**src/rtl/utils_pkg.sv**
```systemverilog
// utils_pkg: shared PE latencies and width-generic saturation helper
package utils_pkg;
    localparam int PE_UP2DN_LAT = 3;
    localparam int PE_LF2RT_LAT = 1;
    function automatic logic signed [63:0] pe_sat(input logic signed [63:0] v, input int w);
        logic signed [63:0] hi, lo;
        hi = (64'sd1 <<< (w - 1)) - 64'sd1;
        lo = -(64'sd1 <<< (w - 1));
        return v > hi ? hi : (v < lo ? lo : v);
    endfunction
endpackage

```
**src/rtl/pe_wgt_bank.sv**
```systemverilog
// pe_wgt_bank: stationary weight register file with wrapping write/read pointers and full flag
module pe_wgt_bank #(
    parameter int DEPTH = 4,
    parameter int W = 8,
    localparam int PW = DEPTH > 1 ? $clog2(DEPTH) : 1
) (
    input  logic         clk,
    input  logic         rst_n,
    input  logic         clr,
    input  logic         wr_en,
    input  logic [W-1:0] wr_data,
    input  logic         rd_en,
    output logic [W-1:0] rd_data,
    output logic         full
);
    logic [W-1:0] mem [DEPTH];
    logic [PW-1:0] wr_ptr, rd_ptr;
    localparam logic [PW-1:0] LAST = PW'(DEPTH - 1);
    assign rd_data = mem[rd_ptr];
    always_ff @(posedge clk or negedge rst_n) begin
        if (!rst_n) begin
            wr_ptr <= '0;
            rd_ptr <= '0;
            full <= 1'b0;
            for (int i = 0; i < DEPTH; i++) mem[i] <= '0;
        end else if (clr) begin
            wr_ptr <= '0;
            rd_ptr <= '0;
            full <= 1'b0;
        end else begin
            if (wr_en) begin
                mem[wr_ptr] <= wr_data;
                wr_ptr <= wr_ptr == LAST ? '0 : wr_ptr + 1'b1;
                if (wr_ptr == LAST) full <= 1'b1;
            end
            if (rd_en) rd_ptr <= rd_ptr == LAST ? '0 : rd_ptr + 1'b1;
        end
    end
endmodule

```
**src/rtl/pe_mw.sv**
```systemverilog
// pe_mw: multi-weight signed saturating MAC PE, down = left * wgt[pop_ptr] + up over 3 stages
// Activations and the load bus are forwarded with one register of delay.
module pe_mw
    import utils_pkg::*;
#(
    parameter int ID_VAL = 0,
    parameter int ID_WIDTH = 6,
    parameter int IN_DATA_WIDTH = 8,
    parameter int OUT_DATA_WIDTH = 24,
    parameter int WGT_DEPTH = 4,
    parameter int SAT_EN = 1
) (
    input  logic                      clk,
    input  logic                      rst_n,
    input  logic                      i_clr,
    input  logic                      i_load_vld,
    input  logic [ID_WIDTH-1:0]       i_load_id,
    input  logic [IN_DATA_WIDTH-1:0]  i_load_data,
    output logic                      o_load_vld,
    output logic [ID_WIDTH-1:0]       o_load_id,
    output logic [IN_DATA_WIDTH-1:0]  o_load_data,
    output logic                      o_wgt_full,
    input  logic                      i_pop_vld,
    output logic                      o_pop_vld,
    input  logic [OUT_DATA_WIDTH-1:0] i_up_data,
    input  logic [IN_DATA_WIDTH-1:0]  i_left_data,
    output logic [IN_DATA_WIDTH-1:0]  o_right_data,
    output logic [OUT_DATA_WIDTH-1:0] o_down_data
);
    logic hit;
    logic [IN_DATA_WIDTH-1:0] wgt;
    logic s1_vld, s2_vld;
    logic signed [IN_DATA_WIDTH-1:0] s1_left, s1_wgt;
    logic signed [OUT_DATA_WIDTH-1:0] s1_up;
    logic [OUT_DATA_WIDTH-1:0] s2_sum, sum_nxt;
    logic signed [2*IN_DATA_WIDTH-1:0] prod;
    logic signed [OUT_DATA_WIDTH:0] sum;
    assign hit = i_load_vld && i_load_id == ID_WIDTH'(ID_VAL);
    pe_wgt_bank #(.DEPTH(WGT_DEPTH), .W(IN_DATA_WIDTH)) u_bank (
        .clk(clk),
        .rst_n(rst_n),
        .clr(i_clr),
        .wr_en(hit),
        .wr_data(i_load_data),
        .rd_en(i_pop_vld),
        .rd_data(wgt),
        .full(o_wgt_full)
    );
    // One guard bit above the partial-sum width holds the exact sum before clamping
    always_comb begin
        prod = s1_left * s1_wgt;
        sum = (OUT_DATA_WIDTH + 1)'(prod) + (OUT_DATA_WIDTH + 1)'(s1_up);
        sum_nxt = SAT_EN != 0 ? OUT_DATA_WIDTH'(pe_sat(64'(sum), OUT_DATA_WIDTH)) : sum[OUT_DATA_WIDTH-1:0];
    end
    always_ff @(posedge clk or negedge rst_n) begin
        if (!rst_n) begin
            o_load_vld <= 1'b0;
            o_load_id <= '0;
            o_load_data <= '0;
            o_right_data <= '0;
            s1_vld <= 1'b0;
            s1_left <= '0;
            s1_wgt <= '0;
            s1_up <= '0;
            s2_vld <= 1'b0;
            s2_sum <= '0;
            o_pop_vld <= 1'b0;
            o_down_data <= '0;
        end else begin
            o_load_vld <= i_load_vld && !hit;
            o_load_id <= i_load_id;
            o_load_data <= i_load_data;
            o_right_data <= i_left_data;
            s1_vld <= i_pop_vld;
            s1_left <= i_left_data;
            s1_wgt <= wgt;
            s1_up <= i_up_data;
            s2_vld <= s1_vld;
            s2_sum <= sum_nxt;
            o_pop_vld <= s2_vld;
            o_down_data <= s2_sum;
        end
    end
endmodule
```
**config.mk**
```make
export PLATFORM = sky130hd
export DESIGN_NAME = pe_mw
export DESIGN_NICKNAME = d
export VERILOG_FILES = /design/src/rtl/utils_pkg.sv /design/src/rtl/pe_wgt_bank.sv /design/src/rtl/pe_mw.sv
export SDC_FILE = /design/constraint.sdc
export NUM_CORES = 1
export LEC_CHECK = 0
export BUFFER_PORTS_ARGS = -buffer_cell sky130_fd_sc_hd__buf_2
export CAP_MARGIN = 5
export CELL_PAD_IN_SITES_DETAIL_PLACEMENT = 1
export CELL_PAD_IN_SITES_GLOBAL_PLACEMENT = 1
export CORE_MARGIN = 2
export CORE_UTILIZATION = 30
export DETAILED_ROUTE_END_ITERATION = 10
export HOLD_SLACK_MARGIN = 0.05
export PLACE_DENSITY_LB_ADDON = 0.1
export SLEW_MARGIN = 5
export SYNTH_ARGS = -nofsm -noshare
export SYNTH_HDL_FRONTEND = slang
export SYNTH_HIERARCHICAL = 1
export SYNTH_SLANG_ARGS = --single-unit
```
**constraint.sdc**
```tcl
create_clock -name clk -period 18 [get_ports clk]
set_clock_uncertainty 0.1 [all_clocks]
set_input_delay 1.8 -clock clk [delete_from_list [all_inputs] [get_ports clk]]
set_output_delay 1.8 -clock clk [all_outputs]
set_load 0.02 [all_outputs]
```
## Yosys cells after proc, flatten, opt, wreduce, memory -nomap -nowiden

Index checks and enable logic that the tools add are counted.

- Register bits after elaboration: 143
- Bits of input ports: 51
- Output and inout bits: 49

- $add $sub $neg: 3
- Multiply operators: 1
- $lt $le $gt $ge: 5
- Eq/ne operators: 2
- Muxes and demuxes: 17
- Bitwise gates (word level): 3
- Reduce and logical (&&, ||, !) cells: 10

Operators with widths:

| cell | count |
|---|---|
| $mux W24 | 2 |
| $bwmux W32 | 1 |
| $add A16 B24 Y25 | 1 |
| $gt A25 B24 Y1 const B | 1 |
| $lt A25 B24 Y1 const B | 1 |
| $mux W8 | 3 |
| $bmux W8 S2 | 1 |
| $demux W8 S2 | 1 |
| $mul A8 B8 Y16 | 1 |
| $mux W2 | 6 |
| $ge A3 B3 Y1 const B | 2 |
| $logic_not A6 Y1 | 1 |
| $not A2 Y3 | 2 |
| $reduce_bool A2 Y1 | 3 |
| $add A2 B1 Y2 const B | 2 |
| $eq A2 B2 Y1 const B | 2 |
| $reduce_and A2 Y1 | 2 |
| $logic_and A1 B1 Y1 | 3 |
| $lt A3 B1 Y1 const B | 1 |
| $mux W1 | 3 |
| $logic_not A1 Y1 | 1 |
| $not A1 Y1 | 1 |

## Longest topological paths before layout

Gate-level depths: netlist of the first run.

- Word-level depth: 6
- Mapped depth: 21
- Mapped depth without buffers: 19

## Cells and area by module

The synthesis of the first run kept the hierarchy.

By module, submodules not included:

| module | times used | cells each | area each (µm²) |
|---|---|---|---|
| pe_mw | 1 | 607 | 7259.5 |
| pe_wgt_bank | 1 | 103 | 1727.9 |

## Worst setup path after synthesis of the first run

OpenSTA, ideal clock, no wires.

- Path kind: register to register
- Start: register s1_left[7]
- End: register s2_sum[11]
- Library setup time: 0.126 ns
- Data arrival time: 5.575 ns
- Path slack: 12.199 ns
- Stages on the path, launching flop included: 17
- Buffers on the path: 0
- Period minus slack after synthesis: 5.801 ns
- Cells stage by stage: dfrtp_1 and2_1 inv_1 fa_1 inv_1 fa_1 fa_1 fa_1 fa_1 ha_1 o211ai_1 a21oi_2 o21ai_1 o311a_4 o31a_1 and2_4 maj3_2

- Word-level cells in the longest chain between the ends: 5

RTL lines:

| what | RTL line | source |
|---|---|---|
| start: declaration | pe_mw.sv:33 | `logic signed [IN_DATA_WIDTH-1:0] s1_left, s1_wgt;` |
| start signal: assignment | pe_mw.sv:75 | `s1_left <= i_left_data;` |
| $mul A8 B8 Y16 (*) | pe_mw.sv:51 | `prod = s1_left * s1_wgt;` |
| $add A16 B24 Y25 (*) | pe_mw.sv:52 | `sum = (OUT_DATA_WIDTH + 1)'(prod) + (OUT_DATA_WIDTH + 1)'(s1_up);` |
| $lt A25 B24 Y1 | utils_pkg.sv:9 | `return v > hi ? hi : (v < lo ? lo : v);` |
| $mux W24 | utils_pkg.sv:9 |  |
| $mux W24 (*) | utils_pkg.sv:9 |  |
| net sum_nxt[11] | pe_mw.sv:35 | `logic [OUT_DATA_WIDTH-1:0] s2_sum, sum_nxt;` |
| end signal: assignment | pe_mw.sv:79 | `s2_sum <= sum_nxt;` |
| end: declaration | pe_mw.sv:35 |  |

The timed path passes the listed nets; every way through them passes the cells marked *.
A chain may end at the register's enable or synchronous reset.

## Final worst setup path of the first run

- Start: register s1_wgt[0]
- End: register s2_sum[21]

- Word-level cells in the longest chain between the ends: 5

RTL lines:

| what | RTL line | source |
|---|---|---|
| start: declaration | pe_mw.sv:33 |  |
| start signal: assignment | pe_mw.sv:76 | `s1_wgt <= wgt;` |
| $mul A8 B8 Y16 (*) | pe_mw.sv:51 |  |
| $add A16 B24 Y25 (*) | pe_mw.sv:52 |  |
| $lt A25 B24 Y1 | utils_pkg.sv:9 |  |
| $mux W24 | utils_pkg.sv:9 |  |
| $mux W24 (*) | utils_pkg.sv:9 |  |
| net sum_nxt[21] | pe_mw.sv:35 |  |

Marks and branches as above.

==> summary.md, run 1 <==
| Metric | Value |
|---|---|
| Status | finished clean |
| CTS Sinks | 143 |
| DIE WIDTH | between 150 and 200 um |
| Die footprint | roughly 31,000 um2 |
| CTS tree | built |
| Pre-CTS setup slack | roughly 11 ns |
| Cell area after synthesis | 8987 um2 |
| Hold path start | s2_sum[14] |
| Routed Antenna Nets | 0 |
| EDFF count, synth | 0 |
| Worst slew margin | roughly 26% |
| Gr usage total | 13.53% |
| Req. time, crit path | roughly 18 ns |
| Peak VDD IR | between 0.06 and 0.07 mV |
| Initial Util | a little under a third |
| Post-CTS Resized | 0 |
| CP max stage cell | and2_1 |
| Crit-path max FO | 20 |
| Syn_nets | a little over 900 |
| Rows | 63 |
| Clock Path Buffers | 2 |
| Antenna violations before repair | 0 |
| WL per Instance | 15.66 um |
| Cts bufs inserted | 17 |
| Synth area leader | dfrtp_1 |
| # fillers | ~3,200 |
| Top post-synthesis cells by area | dfrtp_1, fa_1, ha_1, inv_1, mux2_2 |
| Number of distinct library cells after synthesis | 52 |
| Share of post-route cells with drive strength above 1 | between 20% and 30% |
| Period utilization | 37.13% |
| First-pass GRT wire length | around 32,000 um |
| RePlAce Congestion | between 0.7 and 0.8 |
| Via count | 5,246 |
| Element type at the critical path start | register |
| Pin count of the biggest net entering global routing | 75 |
| Critical path class | reg2reg |
| Area grow syn2layout | 17.18% |
| Setup TNS | 0 ns |
| Critical Path Max Stage Delay | roughly 0.92 ns |
| Starting DRC count in detailed routing | 173 |
| CP Capture Type | register |
| Htree depth | 4 |
| Crit path launch | s1_wgt[0] |
| Die Y | between 150 and 200 um |
| RSZ-0062 raised after global routing | false |
| Drt pass-1 iters | 4 |
| Hold Path Stages | 0 |
| Max Cap Viol | 0 |
| Buffers on Ports | 99 |
| Crit-path most repeated cell | fa_1 |
| Hold buffers post-CTS | 0 |
| Worst EP arrival | 6.85 ns |
| Buf+Inv Stages, Crit Path | 2 |
| Final setup viols | 0 |
| Worst-path clk slew | approximately 0.060 ns |
| Register area | ~3600 um2 |
| Crit path depth | 16 |
| YS warnings | 6 |
| Min Clock Period, post-route | roughly 6.7 ns |
| Top Family by Delay on Critical Path | adder cells |
| Reg2reg path depth | 16 |
| Power density over the cells | roughly 120 nW/um2 |
| Final WL | 19,090 um |
| Clk_lat worst skew | between 0.4 and 0.5 ns |
| Setup bufs post-CTS | 0 |
| Seq cells post-synth | approximately 140 |
| Final nets | between 1,000 and 1,500 |
| Clk root buf | clkbuf_16 |
| Vias in the first global route | around 6,200 |
| Total grt overflow | 0 |
| HPWL Detailed | 15,100 um |
| Fin. Hold Viols | 0 |
| Vias per inst | around 4.3 |
| I/O pins | 100 |
| Max Clk Rate | 0.1496 GHz |
| Core box area | between 20,000 and 30,000 um2 |
| Final Max Slew Viols | 0 |
| Top FF cell, synth | dfrtp_1 |
| Least-Margin Pin Slew | ~1.1 ns |
| Reg-to-Reg Start | s1_wgt[0] |
| Async SR Flop Fraction | 100.0% |
| Footprint of the multi-input gates | just under 5000 um2 |
| Cell chain of the critical path | and2_1 -> inv_1 -> fa_1 -> inv_1 -> fa_1 -> fa_1 -> fa_1 -> fa_1 -> ha_1 -> o211ai_1 -> a21oi_2 -> o21ai_1 -> o311a_4 -> o31a_1 -> a21oi_2 -> o21ai_0 |
| Mean post-synth cell area | between 10 and 15 um2 |
| Synth top area share | about 40% |
| # diodes | 0 |
| DRC Markers | 0 |
| Synth Instances | slightly above 700 |
| Worst Slack Setup Final | about 11 ns |
| Worst min-delay path class | reg2reg |
| Seq/Total Area, Yosys | approximately 40% |
| Leakage | roughly 5.4 nW |
[worst reg2reg max path, delay by kind of cell, from the launching register on]
kind            cells  cell delay (ns)
fa+ha+maj           6             2.86
compound gates      7             1.92
simple gates        1             0.92
flops               1             0.49
buf+inv             2             0.21
[sequential cells by signal, summed over array words and instances (netlist names)]
register and cells:
o_down_data 24, o_load_vld 1, o_load_data 8, u_bank/rd_ptr 2, o_pop_vld 1, s1_left 8, s1_up 24, u_bank/mem 32
s2_vld 1, s1_wgt 8, s2_sum 24, u_bank/full 1, o_load_id 6, u_bank/wr_ptr 2, s1_vld 1
[per-layer routing]
metal	wire, um	global-route usage (%)
met4	263	4.339
met5	0	0
met2	9065	22.00
met1	9059	17.68
met3	697	3.415
[synth_stat cells, types with 4 or more instances]
master    number
a21oi_1       27
nand2b_1       8
nand3_1        6
mux2_2        28
xor2_1         9
inv_1        109
fa_1         108
nand3b_4       4
nor2_1        22
xnor2_1       12
nand4_1        4
nor3_1         5
and2_1        34
mux4_2         8
buf_2          6
nand2_1       37
ha_1          60
a21o_1         8
dfrtp_1      143
o21ai_0       24
[through the flow]
stage	total power, mW	utilization [%]	std cells	area [um2]	hold WS [ns]
6_report	1.244	35.63	1219	10530	0.2482
5_1_grt	1.356	35.63	1219	10530	0.2544
4_1_cts	1.272	35.61	1219	10530	0.2498
3_5_place_dp	0.8876	33.53	1188	9911	0.2363
3_3_place_gp	0.8821	33.53	1188	9911	0.2343
2_1_floorplan	0.7550	-	710	8987	0.2312
[power breakdown]
group          internal, mW  total (mW)  switching [mW]
registers             0.387       0.409          0.0218
clock network         0.224       0.370           0.145
logic                 0.180       0.466           0.286
[area by class of cell]
type	count	area share, %
clock buffers	18	4.170
clock inverters	13	1.687
inverters	110	3.921
multi-input cells	444	46.70
flip-flops and latches	143	33.98
well taps	390	4.633
repair buffers	101	4.907
[cells in the final DEF, fill, tap and decap left out, types with 3 or more instances in the layout]
cell,Yosys,final
and2_1,34,34
nor2_1,22,22
nand3b_4,4,4
a21o_1,8,8
inv_6,0,5
dfrtp_1,143,143
inv_1,109,109
maj3_2,3,3
nand4_1,4,4
nor3_1,5,5
mux2_2,28,28
clkbuf_16,0,17
nand2_1,37,37
a21oi_1,27,26
nand2b_1,8,8
ha_1,60,60
buf_2,6,98
mux4_2,8,8
bufinv_16,0,3
xnor2_1,12,12
nand3_1,6,6
fa_1,108,108
o21ai_0,24,24
xor2_1,9,9
[logic make-up after synthesis]
family	after synthesis	share of synthesized area, %
fa+ha+maj	171	32.79
flops	143	39.82
simple gates	128	7.796
buf+inv	123	5.499
compound gates	81	5.555
mux	42	6.320
xor+xnor	22	2.228
[worst paths after layout]
kind	endpoint	slack, ns
worst max-delay path	s2_sum[21]	11.32
worst min-delay path	o_down_data[14]	0.25
worst max register to register	s2_sum[21]	11.32
worst min register to register	o_down_data[14]	0.25
max in group asynchronous	u_bank/mem[19]	15.17
min in group asynchronous	s1_up[18]	1.25
(Power assumes the default switching activity.)
==> inputs of run 2 (changes only) <==
Settings changed: ABC_AREA set to 1.
Clock period 18 ns to 6.58 ns, I/O delays scaled along.
==> run 2 against run 1 <==
  * First-iteration DRC count is 47% higher
  * Sequential power grew to 2.9 times the previous value
  * Sequential cell count stayed put
  * Design area is 7.3% higher
  * Critical path type unchanged
==> summary.md, run 2 <==
| Metric | Value |
|---|---|
| Post-synthesis mux area share | 0% (-6.3 points) |
| Req. time, crit path | 6.81 ns (-11.36 ns) |
| Routed Antenna Nets | 0 (unchanged) |
| Leakage | 6.212 nW (+14%) |
| HPWL Detailed | 19,710 um (+31%) |
| Adder-cell share of the synthesized area | 29.60% (-3.2 points) |
| Share of post-route cells with drive strength above 1 | 16.38% (-5.7 points) |
| Vias in the first global route | 7,571 (+22%) |
| Cell chain of the critical path | nand2_1 -> inv_1 -> fa_1 -> inv_1 -> fa_1 -> inv_1 -> fa_1 -> fa_1 -> ha_1 -> ha_1 -> nand2_2 -> inv_2 -> nand3_1 -> nor2_2 -> nand3_1 -> nand3_1 -> nand2_2 -> nand2_2 -> nand2_4 -> nand2_1 -> nand2_1 |
| Critical path class | reg2reg |
| Setup TNS | 0 ns (unchanged) |
| Crit-path most repeated cell | fa_1 |
| RSZ-0062 raised after global routing | false |
| Clk_lat worst skew | 0.45 ns (about the same) |
| CTS tree | built |
| CTS Sinks | 143 (unchanged) |
| Synth top area share | 36.36% (-3.5 points) |
| Worst-path clk slew | 0.07 ns (about the same) |
| Period utilization | 88.26% (+51 points) |
| Mean post-synth cell area | 9.328 um2 (-26%) |
| Combinational family with the most area after synthesis | adder cells |
| Number of distinct library cells after synthesis | 34 (-35%) |
| Async SR Flop Fraction | 100.0% (unchanged) |
| Syn_nets | 1,274 (+37%) |
| Top post-synthesis cells by area | dfrtp_1, fa_1, nand2_1, inv_1, ha_1 |
| Top Family by Delay on Critical Path | adder cells |
| Max Clk Rate | 0.1722 GHz (+15%) |
| Area grow syn2layout | 14.84% |
| Power Total | 5.532 mW (+340%) |
| Pin count of the biggest net entering global routing | 75 (unchanged) |
| Crit-path max FO | 23 (+15%) |
| Synth cell count leaders | nand2_1, inv_1, dfrtp_1, fa_1, ha_1 |
| Buf+Inv Stages, Crit Path | 4 (+2) |
| Peak VDD IR | 0.2322 mV (+270%) |
| DIE WIDTH | 185.1 um (+4.5%) |
| Initial Util | 30.32% (-0.082 points) |
| Seq cells post-synth | 143 (unchanged) |
| WL per Instance | 16.13 um (+3.0%) |
| Die Y | 185.1 um (+4.5%) |
| CP max stage cell | fa_1 |
| Cell area after synthesis | 9841 um2 (+9.5%) |
| Max reg flops | 32 (unchanged) |
| Gr usage total | 16.78% (+3.2 points) |
| Starting DRC count in detailed routing | 255 (+47%) |
| Reg-to-Reg Start | s1_wgt[2] |
| # diodes | 0 (unchanged) |
| Most frequent cell after synthesis | nand2_1 |
| Least-Margin Pin Slew | 0.8912 ns (-0.2215 ns) |
| Element type at the critical path start | register |
| Total grt overflow | 0 (unchanged) |
| Final setup viols | 0 (unchanged) |
| EDFF count, synth | 0 (unchanged) |
| Setup bufs post-CTS | 0 (unchanged) |
| First-pass GRT wire length | 42,860 um (+32%) |
| Final Max Slew Viols | 0 (unchanged) |
| Buffers on Ports | 99 (unchanged) |
| DRC Markers | 0 (unchanged) |
| Clk root buf | clkbuf_16 |
| Critical Path Max Stage Delay | 0.71 ns (-0.21 ns) |
| Most flop-heavy register | u_bank/mem |
| Final WL | 25,840 um (+35%) |
| Fin. Hold Viols | 0 (unchanged) |
| I/O pins | 100 (unchanged) |
| Hold buffers post-CTS | 0 (unchanged) |
| Post-CTS Resized | 0 (unchanged) |
| Core box area | 32,450 um2 (+9.8%) |
| Top FF cell, synth | dfrtp_1 |
| Power density over the cells | 489.5 nW/um2 (+310%) |
| Status | finished clean |
| Drt pass-1 iters | 4 (unchanged) |
| Seq/Total Area, Yosys | 36.36% (-3.5 points) |
| Synth Instances | 1,055 (+49%) |
| Worst min-delay path class | in2async |
| Die footprint | 34,270 um2 (+9.3%) |
| RePlAce Congestion | 0.7859 (+4.2%) |
| Antenna violations before repair | 0 (unchanged) |
| Max Cap Viol | 0 (unchanged) |
| Clock Path Buffers | 2 (unchanged) |
| Post-synthesis compound-gate area fraction | 1.449% (-4.1 points) |
| Rows | 66 (+4.8%) |
| YS warnings | 6 (unchanged) |
| Post-synthesis xor/xnor area fraction | 1.246% (-0.98 points) |
| Crit path launch | s1_wgt[2] |
| Htree depth | 4 (unchanged) |
| Final nets | 1,366 (+32%) |
| Worst EP arrival | 6.04 ns (-0.81 ns) |
| Cts bufs inserted | 17 (unchanged) |
| Via count | 6,817 (+30%) |
| Min Clock Period, post-route | 5.808 ns (-0.8759 ns) |
| Post-Synth Simple-Gate Area | 20.34% (+13 points) |
| Vias per inst | 4.255 (-1.1%) |
| Commonest non-fill, non-tap cell in the layout | nand2_1 |
| CP Capture Type | register |
| Most frequent cells in the layout | nand2_1, inv_1, dfrtp_1, fa_1, buf_2 |
| Worst slew margin | 40.58% (+15 points) |
| Synth area leader | dfrtp_1 |
==> run 2: per-stage QoR <==
| step | cells | setup WS [ns] | cell area (um2) | hold slack [ns] | util, % |
|---|---|---|---|---|---|
| after floorplan | 1055 | 1.328 | 9841 | 0.2312 | - |
| final | 1602 | 0.7722 | 11300 | 0.1497 | 34.82 |
| after global placement | 1570 | 0.7442 | 10690 | 0.2341 | 32.94 |
| after global routing | 1602 | 0.2841 | 11300 | 0.1937 | 34.82 |
| after CTS | 1602 | 0.6638 | 11300 | 0.1610 | 34.82 |
| after detailed placement | 1570 | 0.6979 | 10690 | 0.2363 | 32.94 |
==> run 2: report_power, final <==
part	internal, mW	switching (mW)
combinational	1.16	2.16
clock	0.606	0.425
sequential	1.09	0.0846
==> run 2: final cells by class <==
| cell class | instances | area, um2 |
|---|---|---|
| clock inverters | 13 | 177.7 |
| repair buffers | 108 | 569.3 |
| multi-input cells | 662 | 5182 |
| fillers | 3781 | 21150 |
| clock buffers | 19 | 432.9 |
| flip-flops and latches | 143 | 3578 |
| well taps | 442 | 553.0 |
| inverters | 215 | 807.0 |
==> run 2: cells by family (layout without fill, tap and decap cells) <==
group / Yosys count / in the layout
xor+xnor: 14 / 14
buf+inv: 250 / 355
flops: 143 / 143
simple gates: 454 / 454
compound gates: 26 / 26
fa+ha+maj: 168 / 168
==> run 2: worst paths after layout <==
path	endpoint	slack [ns]	cells after the start
worst max-delay path	s2_sum[1]	0.77	21
max in group asynchronous	s1_up[23]	4.84	2
min in group clk	s1_up[17]	0.21	1
worst min-delay path	u_bank/mem[1]	0.15	1
worst max register to register	s2_sum[1]	0.77	21
worst min register to register	o_down_data[19]	0.25	0
==> run 2: metal layers <==
| metal | track usage, % | vias to the layer above | part of all wire, % |
|---|---|---|---|
| met5 | 0 | - | 0 |
| met4 | 4.889 | 0 | 1.4 |
| met3 | 2.930 | 24 | 2.5 |
| met2 | 24.58 | 77 | 43 |
| met1 | 25.21 | 3383 | 53 |
| li1 | - | 3333 | - |
==> inputs of run 3 (changes only) <==
Settings changed: CTS_BUF_LIST set to sky130_fd_sc_hd__clkbuf_16.
==> run 3 against run 2 <==
  * Register-to-register slack about the same
  * Fmax about the same
  * Global-route usage unchanged
  * Clock power about the same
  * Critical path depth unchanged
  * Worst setup slack better by 0.00097 ns
  * Die area unchanged
  * Sequential cell count unchanged
  * Critical endpoint unchanged
==> summary.md, run 3 (same netlist as run 2, synthesis figures left out) <==
| Metric | Value |
|---|---|
| Status | finished clean |
| Antenna violations before repair | 0 (unchanged) |
| Clk root buf | clkbuf_16 |
| Crit-path max FO | 23 (unchanged) |
| Reg2reg end | s2_sum[1] |
| Most frequent cells in the layout | nand2_1, inv_1, dfrtp_1, fa_1, buf_2 |
| Worst min-delay path class | in2async |
| CP max stage cell | fa_1 |
| Vias per inst | 4.255 (unchanged) |
| Peak VDD IR | 0.2326 mV (+0.17%) |
| CTS tree | built |
| DRC Markers | 0 (unchanged) |
| Initial Util | 30.32% (unchanged) |
| Max Cap Viol | 0 (unchanged) |
| Die footprint | 34,270 um2 (unchanged) |
| Critical Path Max Stage Delay | 0.71 ns (about the same) |
| Vias in the first global route | 7,571 (unchanged) |
| Worst slew margin | 40.58% (unchanged) |
| Total grt overflow | 0 (unchanged) |
| Leakage | 6.220 nW (+0.13%) |
| Cell chain of the critical path | nand2_1 -> inv_1 -> fa_1 -> inv_1 -> fa_1 -> inv_1 -> fa_1 -> fa_1 -> ha_1 -> ha_1 -> nand2_2 -> inv_2 -> nand3_1 -> nor2_2 -> nand3_1 -> nand3_1 -> nand2_2 -> nand2_2 -> nand2_4 -> nand2_1 -> nand2_1 |
| R2r setup slk | 0.77 ns (about the same) |
| Max layer used | met4 |
| Starting DRC count in detailed routing | 255 (unchanged) |
| Min Clock Period, post-route | 5.807 ns (-0.0009700 ns) |
| Max Clk Rate | 0.1722 GHz (about the same) |
| WL per Instance | 16.13 um (unchanged) |
| HPWL Detailed | 19,710 um (unchanged) |
| Critical path class | reg2reg |
| Commonest non-fill, non-tap cell in the layout | nand2_1 |
| Worst EP arrival | 6.04 ns (about the same) |
| CTS Sinks | 143 (unchanged) |
| Via count | 6,817 (unchanged) |
| Max reg flops | 32 (unchanged) |
| Share of post-route cells with drive strength above 1 | 16.38% (unchanged) |
| Clk_lat worst skew | 0.45 ns (about the same) |
| Gr usage total | 16.78% (unchanged) |
| Reg-to-Reg Start | s1_wgt[2] |
| DIE WIDTH | 185.1 um (unchanged) |
| M1 wire length | 13,720 um (-0.14%) |
| RePlAce Congestion | 0.7859 (unchanged) |
| Hold buffers post-CTS | 0 (unchanged) |
| Pin count of the biggest net entering global routing | 75 (unchanged) |
| Core box area | 32,450 um2 (unchanged) |
| Setup bufs post-CTS | 0 (unchanged) |
| Routed wl met3 | 664 um (+2.9%) |
| Fin. Hold Viols | 0 (unchanged) |
| I/O pins | 100 (unchanged) |
| Final WL | 25,840 um (unchanged) |
| Die Y | 185.1 um (unchanged) |
| Final Max Slew Viols | 0 (unchanged) |
| Crit-path most repeated cell | fa_1 |
| CP Capture Type | register |
| Least-Margin Pin Slew | 0.8912 ns (+0.00000005960 ns) |
| Final setup viols | 0 (unchanged) |
| Final Util | 34.82% (unchanged) |
| Final nets | 1,366 (unchanged) |
| Clock Path Buffers | 2 (unchanged) |
| # diodes | 0 (unchanged) |
| Post-CTS Resized | 0 (unchanged) |
| Cts bufs inserted | 17 (unchanged) |
| Drt pass-1 iters | 4 (unchanged) |
| Routed Antenna Nets | 0 (unchanged) |
| # fillers | 3,781 (unchanged) |
| Htree depth | 4 (unchanged) |
| Power density over the cells | 489.3 nW/um2 (about the same) |
| Most flop-heavy register | u_bank/mem |
| Setup TNS | 0 ns (unchanged) |
| RSZ-0062 raised after global routing | false |
| Buffers on Ports | 99 (unchanged) |
| Req. time, crit path | 6.81 ns (about the same) |
| Reg2reg path depth | 21 (unchanged) |
| First-pass GRT wire length | 42,860 um (unchanged) |
| Rows | 66 (unchanged) |
| Area grow syn2layout | 14.84% (unchanged) |
| Element type at the critical path start | register |
| Worst-path clk slew | 0.07 ns (about the same) |
| Period utilization | 88.25% (about the same) |
| Met2 WL post-DR | 11,080 um (about the same) |
[run 3: where the power goes]
part / total [mW] / switching [mW] / internal [mW] / leakage [nW]
Clock: 1.03 / 0.426 / 0.603 / 0.305
Sequential: 1.18 / 0.0846 / 1.09 / 1.74
Combinational: 3.32 / 2.16 / 1.16 / 4.17
[run 3: per-stage QoR]
stage / std cells / power, mW / setup slack, ns / hold WS, ns / instance area [um2]
2_1_floorplan: 1055 / 3.692 / 1.328 / 0.2312 / 9841
3_3_place_gp: 1570 / 4.542 / 0.7442 / 0.2341 / 10690
3_5_place_dp: 1570 / 4.541 / 0.6979 / 0.2363 / 10690
4_1_cts: 1602 / 5.666 / 0.6640 / 0.1610 / 11300
5_1_grt: 1602 / 6.141 / 0.2844 / 0.1935 / 11300
6_report: 1602 / 5.529 / 0.7732 / 0.1486 / 11300
[run 3: layout make-up]
type	count	area [um2]	area share, %
Clock buffer	17	425.4	3.764
Inverter	215	807.0	7.141
Tap cell	442	553.0	4.894
Clock inverter	15	185.2	1.639
Multi-Input combinational cell	662	5182	45.86
Sequential cell	143	3578	31.67
Timing Repair Buffer	108	569.3	5.038
[run 3: worst max path at each step]
stage	slack, ns	to	cells past startpoint	from
after floorplan	1.33	s2_sum[12]	20	s1_left[7]
after global placement	0.74	s2_sum[2]	18	s1_wgt[2]
after detailed placement	0.70	s2_sum[1]	18	s1_wgt[2]
after CTS	0.66	s2_sum[1]	21	s1_wgt[2]
after global routing	0.28	s2_sum[1]	19	s1_wgt[2]
final	0.77	s2_sum[1]	21	s1_wgt[2]
[run 3: metal layers]
metal	GRT usage [%]	vias up
li1	-	3334
met1	25.21	3378
met2	24.58	81
met3	2.930	24
met4	4.889	0
met5	0	-
[run 3: worst max-delay path, delay by kind of cell (launching register included)]
kind / cells / cell delay [ns]
adder cells (fa/ha/maj): 6 / 3.17
flip-flops: 1 / 0.47
AND/OR/NAND/NOR: 11 / 1.33
buffers and inverters: 4 / 0.61
